**config.mk**
```make
export PLATFORM = sky130hd
export DESIGN_NAME = seq_detector
export DESIGN_NICKNAME = d
export VERILOG_FILES = /design/src/rtl/seq_det_pkg.sv /design/src/rtl/sat_counter.sv /design/src/rtl/seq_detector.sv
export SDC_FILE = /design/constraint.sdc
export NUM_CORES = 1
export LEC_CHECK = 0
export ABC_CLOCK_PERIOD_IN_PS = 3400
export CORE_AREA = 3 3 44 46
export CTS_CLUSTER_DIAMETER = 100
export DETAILED_ROUTE_END_ITERATION = 7
export DIE_AREA = 0 0 47 49
export GPL_TIMING_DRIVEN = 0
export SETUP_SLACK_MARGIN = 0.4
export SLEW_MARGIN = 20
export SYNTH_ARGS = -nofsm -noshare
export SYNTH_HDL_FRONTEND = slang
export SYNTH_SLANG_ARGS = --single-unit
```
**constraint.sdc**
```tcl
create_clock -name CLK -period 3.4 [get_ports CLK]
set_input_delay 0.68 -clock CLK [delete_from_list [all_inputs] [get_ports CLK]]
set_output_delay 0.68 -clock CLK [all_outputs]
set_load 0.005 [all_outputs]
```
**src/rtl/seq_det_pkg.sv**
```systemverilog
// Shared types and constants for the serial 1101 pattern detector.
// Provides the Moore state encoding, the pattern and the default counter width.
package seq_det_pkg;

    typedef enum logic [2:0] {
        S0    = 3'd0,
        S1    = 3'd1,
        S11   = 3'd2,
        S110  = 3'd3,
        S1101 = 3'd4
    } state_e;

    localparam int unsigned PatternLen  = 4;
    localparam logic [3:0]  PATTERN     = 4'b1101;
    localparam int unsigned CntWDefault = 8;

endpackage

```
**src/rtl/sat_counter.sv**
```systemverilog
// Saturating up-counter with synchronous clear.
// Clear has priority over increment.
module sat_counter #(
    parameter int unsigned WIDTH = 8
) (
    input  logic             CLK,
    input  logic             RST,
    input  logic             CLR,
    input  logic             INC,
    output logic [WIDTH-1:0] COUNT
);

    logic [WIDTH-1:0] count_q, count_d;

    always_comb begin
        count_d = count_q;
        if (CLR) begin
            count_d = '0;
        end else if (INC && (count_q != '1)) begin
            count_d = count_q + WIDTH'(1);
        end
    end

    always_ff @(posedge CLK) begin
        if (RST) begin
            count_q <= '0;
        end else begin
            count_q <= count_d;
        end
    end

    assign COUNT = count_q;

endmodule

```
**src/rtl/seq_detector.sv**
```systemverilog
// Overlapping Moore detector for serial pattern 1101 with a one-cycle DETECT
// pulse and a saturating match counter.
module seq_detector
    import seq_det_pkg::*;
#(
    parameter int unsigned CNT_W       = CntWDefault,
    parameter int unsigned PATTERN_LEN = PatternLen
) (
    input  logic             CLK,
    input  logic             RST,
    input  logic             BIT_VALID,
    input  logic             BIT_IN,
    input  logic             CLR_CNT,
    output logic             DETECT,
    output logic [CNT_W-1:0] MATCH_CNT,
    output logic [2:0]       STATE
);

    localparam logic [PATTERN_LEN-1:0] Pat = PATTERN;

    state_e state_q, state_d;
    logic   detect_q;
    logic   enter_match;

    // Each partial-match state advances only when the next expected pattern bit arrives.
    always_comb begin
        state_d = state_q;
        case (state_q)
            S0: begin
                if (BIT_VALID) state_d = (BIT_IN == Pat[3]) ? S1 : S0;
            end
            S1: begin
                if (BIT_VALID) state_d = (BIT_IN == Pat[2]) ? S11 : S0;
            end
            S11: begin
                if (BIT_VALID) state_d = (BIT_IN == Pat[1]) ? S110 : S11;
            end
            S110: begin
                if (BIT_VALID) state_d = (BIT_IN == Pat[0]) ? S1101 : S0;
            end
            S1101: begin
                // Trailing "1" of a match is the first "1" of the next one.
                if (BIT_VALID) state_d = BIT_IN ? S11 : S0;
            end
            default: state_d = S0;
        endcase
    end

    // Holding S1101 with no new bit must not re-fire DETECT.
    assign enter_match = (state_d == S1101) && (state_q != S1101);

    always_ff @(posedge CLK) begin
        if (RST) begin
            state_q  <= S0;
            detect_q <= 1'b0;
        end else begin
            state_q  <= state_d;
            detect_q <= enter_match;
        end
    end

    sat_counter #(
        .WIDTH(CNT_W)
    ) u_match_cnt (
        .CLK  (CLK),
        .RST  (RST),
        .CLR  (CLR_CNT),
        .INC  (enter_match),
        .COUNT(MATCH_CNT)
    );

    assign DETECT = detect_q;
    assign STATE  = state_q;

endmodule

```
; Word-level counts from Yosys, hierarchy flattened
; Index checks and enable logic that the tools add are counted.
; W data, S select, Z words.
[word_totals]
reg_bits = 12
in_bits = 5
out_inout_bits = 12
[classes]
addsub = 1
eq_ne = 7
n_mux = 9
n_reduce_logical = 5
[ops]
columns = cell, count
row1 = $mux W3, 5
row2 = $pmux W3 S4, 1
row3 = $add A8 B1 Y8 const B, 1
row4 = $ne A8 B8 Y1 const B, 1
row5 = $eq A3 B2 Y1 const B, 2
row6 = $eq A3 B3 Y1 const B, 2
row7 = $reduce_or A2 Y1, 2
row8 = $eq A3 B1 Y1 const B, 1
row9 = $logic_not A3 Y1, 1
row10 = $ne A3 B3 Y1 const B, 1
row11 = $logic_and A1 B1 Y1, 2
row12 = $mux W1, 2
row13 = $mux W2, 1

; Depth between registers and ports, before layout
[logic_depth]
word_depth = 6
mapped_depth = 6
ltp_nobuf = 5

; By module
; A second synthesis with hierarchy kept.
[hier_totals]
cells_unflattened = 67
area_unflattened_um2 = 625.6
[modules_own_cells]
columns = module, n_inst, cells_each, area_per_inst_um2, seq_area_each_um2
row1 = sat_counter, 1, 47, 435.4, 160.2
row2 = seq_detector, 1, 20, 190.2, 80.1

; Worst setup path after synthesis
; No wires, ideal clock.
[synth_timing]
path_kind = input -> register
start = input port BIT_VALID
end = register u_match_cnt.count_q[5], in the netlist u_match_cnt.COUNT[5]
arrival_time_ns = 1.546
t_required_ns = 3.330
slack_ns = 1.784
path_stages = 4
n_path_buf = 0
path_cell_list = and4_1 > nand4_1 > or4_1 > a21oi_1
[synth_between]
elab_chain_cells = 5
word_cells_on_any_way = 8
cone_classes = eq/ne (1) / mux (5) / reduce/logical (2)
[synth_rtl]
columns = element, line_no
row1 = "start, declared", seq_detector.sv:11  ; input logic BIT_VALID,
row2 = "$mux W3, on equally long branches", -
row3 = $pmux W3 S4 (*), seq_detector.sv:28  ; case (state_q)
row4 = $eq A3 B3 Y1 (*), seq_detector.sv:50  ; assign enter_match = (state_d == S1101) && (state_q != S1101);
row5 = $logic_and A1 B1 Y1 (*), seq_detector.sv:50
row6 = $logic_and A1 B1 Y1 (*), sat_counter.sv:19  ; end else if (INC && (count_q != '1)) begin
row7 = "end signal, assigned", sat_counter.sv:28  ; count_q <= count_d;
row8 = "end, declared", sat_counter.sv:13  ; logic [WIDTH-1:0] count_q, count_d;
; Every way passes the cells marked *; elsewhere a longest branch is shown, timed or not.
; A chain may end at the register's enable or synchronous reset.

; Final worst setup path
; Ends and elaborated chain as after synthesis.

==> results.yml <==
synth:
  synth_seq_cells: 12
  yosysTopAreaCell: "dfxtp_1"
  synth.area.top_cells: "dfxtp_1 40%, a21oi_1 6.7%, nand2_1 3.8%, nand4_4 3.5%, nor3_1 3.3%"
  yosysTopAreaCellShare_pct: 40.00
  avgSynthCellArea_um2: 8.704
  synthCells: 69
  syn_nets: 75
  ys_types: 29
  synth-seq-area-share_pct: 40.00
  netlist_area_um2: 600.6
  yosysWarnings: 0
routing:
  vias_per_cell: 5.481
  dr.pass1.iters: 4
  routed_wirelength_um: 1334
  wl_per_cell_um: 12.83
  dr_total_vias: 570
  ant_nets: 0
  first_iter_violations: 6
  detail_route.drc_violations: 0
sta:
  maxSlewViolCount: 0
  fin_crit_ns: 2.117
  clock-skew-final_ns: 0.004498
  fmax_ghz: 0.4723
  rsz0062_at_grt: "false"
  final_hold_viol_count: 0
  tightest_slew_ns: 0.3298
  final.setup.tns_ns: 0
  setup_viol: 0
  fin_crit_sh_pct: 62.27
  relSlewSlack_pct: 78.01
place:
  numPortBuffers: 16
  dp_hpwl_um: 971.3
  place.gp.congestion: 0.6967
critical_path:
  endpoint_kind: "flip-flop"
  crit_path_max_fanout: 6
  setup.worst_path.start_class: "primary input"
  worstPathArrival_ns: 2.32
  crit_family: "simple AND/OR/NAND/NOR gates"
  r2r-start: "u_match_cnt.COUNT[0]"
  path_depth: 5
  r2r_slack_ns: 1.66
  worst-setup-path-type: "primary input to flip-flop"
  cp_cell_sequence: "clkdlybuf4s50_1 -> and4_1 -> nand4_1 -> or4_1 -> a21oi_1"
  cpPeakStageDelay_ns: 0.60
  required_ns: 3.61
  worst-path-buf-inv: 1
  critPathSlowestCell: "clkdlybuf4s50_1"
  r2r_end: "u_match_cnt.COUNT[7]"
  worstRegToRegCells: 6
power:
  pwr-share-seq_pct: 56.5
  clockPowerShare_pct: 34.8
  power_density_nw_per_um2: 313.5
  total_power_uw: 251.8
  combPwrFrac_pct: 8.7
  irDropWorstVdd_mv: 0.2251
  internal-power_uw: 193.5
  leakage_uw: 0.0002643
  switching_share_pct: 23.16
  power_switching_uw: 58.31
floorplan:
  start_util_pct: 38.96
  die_y_um: 49
  rows: 14
  die_area_um2: 2303
  die_w_um: 47
  core_area_um2: 1541
  pin_count: 17
finish:
  finalNetCount: 96
  fillers: 156
  drive_gt1_share_pct: 10.23
  syn_to_final_growth_pct: 33.75
  antenna_cells: 0
run:
  cap_violations: 0
clock_network:
  htree_levels: 1
  clk_latency_ns: 0.27
  cts_tree: "yes"
  postCtsSetupBuffers: 0
  clk_pin_slew_ns: 0.07
  clk_path_buf_depth: 2
  cts_hold_buffers: 0
  cts_sinks: 12
  cts_made_buffers: 3
  cts_resized: 0
  cts-root-buf: "clkbuf_4"
outcome:
  outcome: "finished clean"
global_route:
  antenna_found_initial: 0
  grt-ovfl-total: 0
  grt_pass1_vias: 556
  track_usage_pct: 14.25
  grt_max_degree: 11
  grt_pass1_wl_um: 2421
hold_path:
  min_to: "u_match_cnt.COUNT[5]"
  worstHoldStart: "u_match_cnt.COUNT[5]"
  worstHoldPathCells: 2
  hp-class: "flip-flop to flip-flop"
-- how the worst max path moves through the flow --
stage                         start              endpoint  slack (ns)
after floorplan           BIT_VALID  u_match_cnt.COUNT[5]        1.78
after global placement    BIT_VALID  u_match_cnt.COUNT[5]        1.02
after detailed placement  BIT_VALID  u_match_cnt.COUNT[5]        1.01
after CTS                 BIT_VALID  u_match_cnt.COUNT[5]        1.30
after global routing      BIT_VALID  u_match_cnt.COUNT[7]        1.17
final                     BIT_VALID  u_match_cnt.COUNT[5]        1.28
-- area by class of cell --
cell class	count	area [um^2]	share of cell area, %
multi-input combinational	52	336.6	41.90
tap	16	20.02	2.492
inverter	2	7.507	0.9346
clock buffer	3	22.52	2.804
sequential	12	240.2	29.91
timing repair buffer	16	160.2	19.94
buffer	3	16.27	2.025
-- per-stage QoR --
| stage | std cells | hold WS [ns] | util, % | worst slack, ns | area (um^2) |
|---|---|---|---|---|---|
| 2_1_floorplan | 69 | 0.4764 | - | 1.784 | 600.6 |
| 3_3_place_gp | 101 | 0.4837 | 50.65 | 1.023 | 780.7 |
| 3_5_place_dp | 101 | 0.4868 | 50.65 | 1.010 | 780.7 |
| 4_1_cts | 104 | 0.5007 | 52.11 | 1.299 | 803.3 |
| 5_1_grt | 104 | 0.5251 | 52.11 | 1.165 | 803.3 |
| 6_report | 104 | 0.5001 | 52.11 | 1.283 | 803.3 |
-- power groups by stage --
stage	Clock (uW)	Sequential (uW)	Combinational (uW)
floorplan	0	146	10.2
global route	98.6	143	23.9
global placement	0	146	21.9
CTS	92.4	142	21.8
detailed placement	0	146	21.8
finish	87.5	142	21.9
-- worst min-delay path: stages, from the launching register on --
cell and delay [ns]:
dfxtp_1 0.33, o31ai_1 0.07, a21oi_1 0.05
-- sequential cells by signal (all words and copies together), names as in the netlist --
name / cells
u_match_cnt.COUNT: 8
STATE: 3
DETECT: 1
-- layer usage --
layer	share of wire, %	routed length (um)	global-route usage (%)	vias to the layer above
met3	4.6	61	3.321	5
met1	56	750	20.75	244
met5	0	0	0	-
li1	-	-	-	307
met4	3.0	40	8.756	0
met2	36	481	18.10	14
-- cell families after synthesis --
group,after synthesis,synth area share [%]
buffers and inverters,5,3.958
flip-flops,12,40.00
adder cells (fa/ha/maj),1,2.083
XOR/XNOR,2,2.917
AND/OR/NAND/NOR,31,32.50
AO/OA/AOI/OAI,18,18.54
-- synth_stat cells, drive strengths merged --
master,n
nor4b,1
o41ai,2
ha,1
or3,3
nand3b,1
nand3,1
a21oi,8
nor3,4
and2b,1
o31ai,2
and3,1
a31oi,1
nand2,6
nand4,2
o311ai,2
clkbuf,1
nor2,4
dfxtp,12
inv,2
buf,2
xnor2,2
and2,1
o21ai,3
or4,2
and4,3
or2,1
-- cell usage in the layout, fill, tap and decap left out, types with 2 or more instances in the layout --
cell type / instances
nor2_1: 4
clkdlybuf4s50_1: 16
or4_1: 2
clkbuf_4: 3
xnor2_1: 2
o31ai_1: 2
inv_1: 2
nand2_1: 6
o21ai_0: 3
o311ai_0: 2
and4_1: 2
dfxtp_1: 12
or3_1: 3
nor3_1: 4
a21oi_1: 8
o41ai_1: 2
Power figures use the tool's default switching activity.
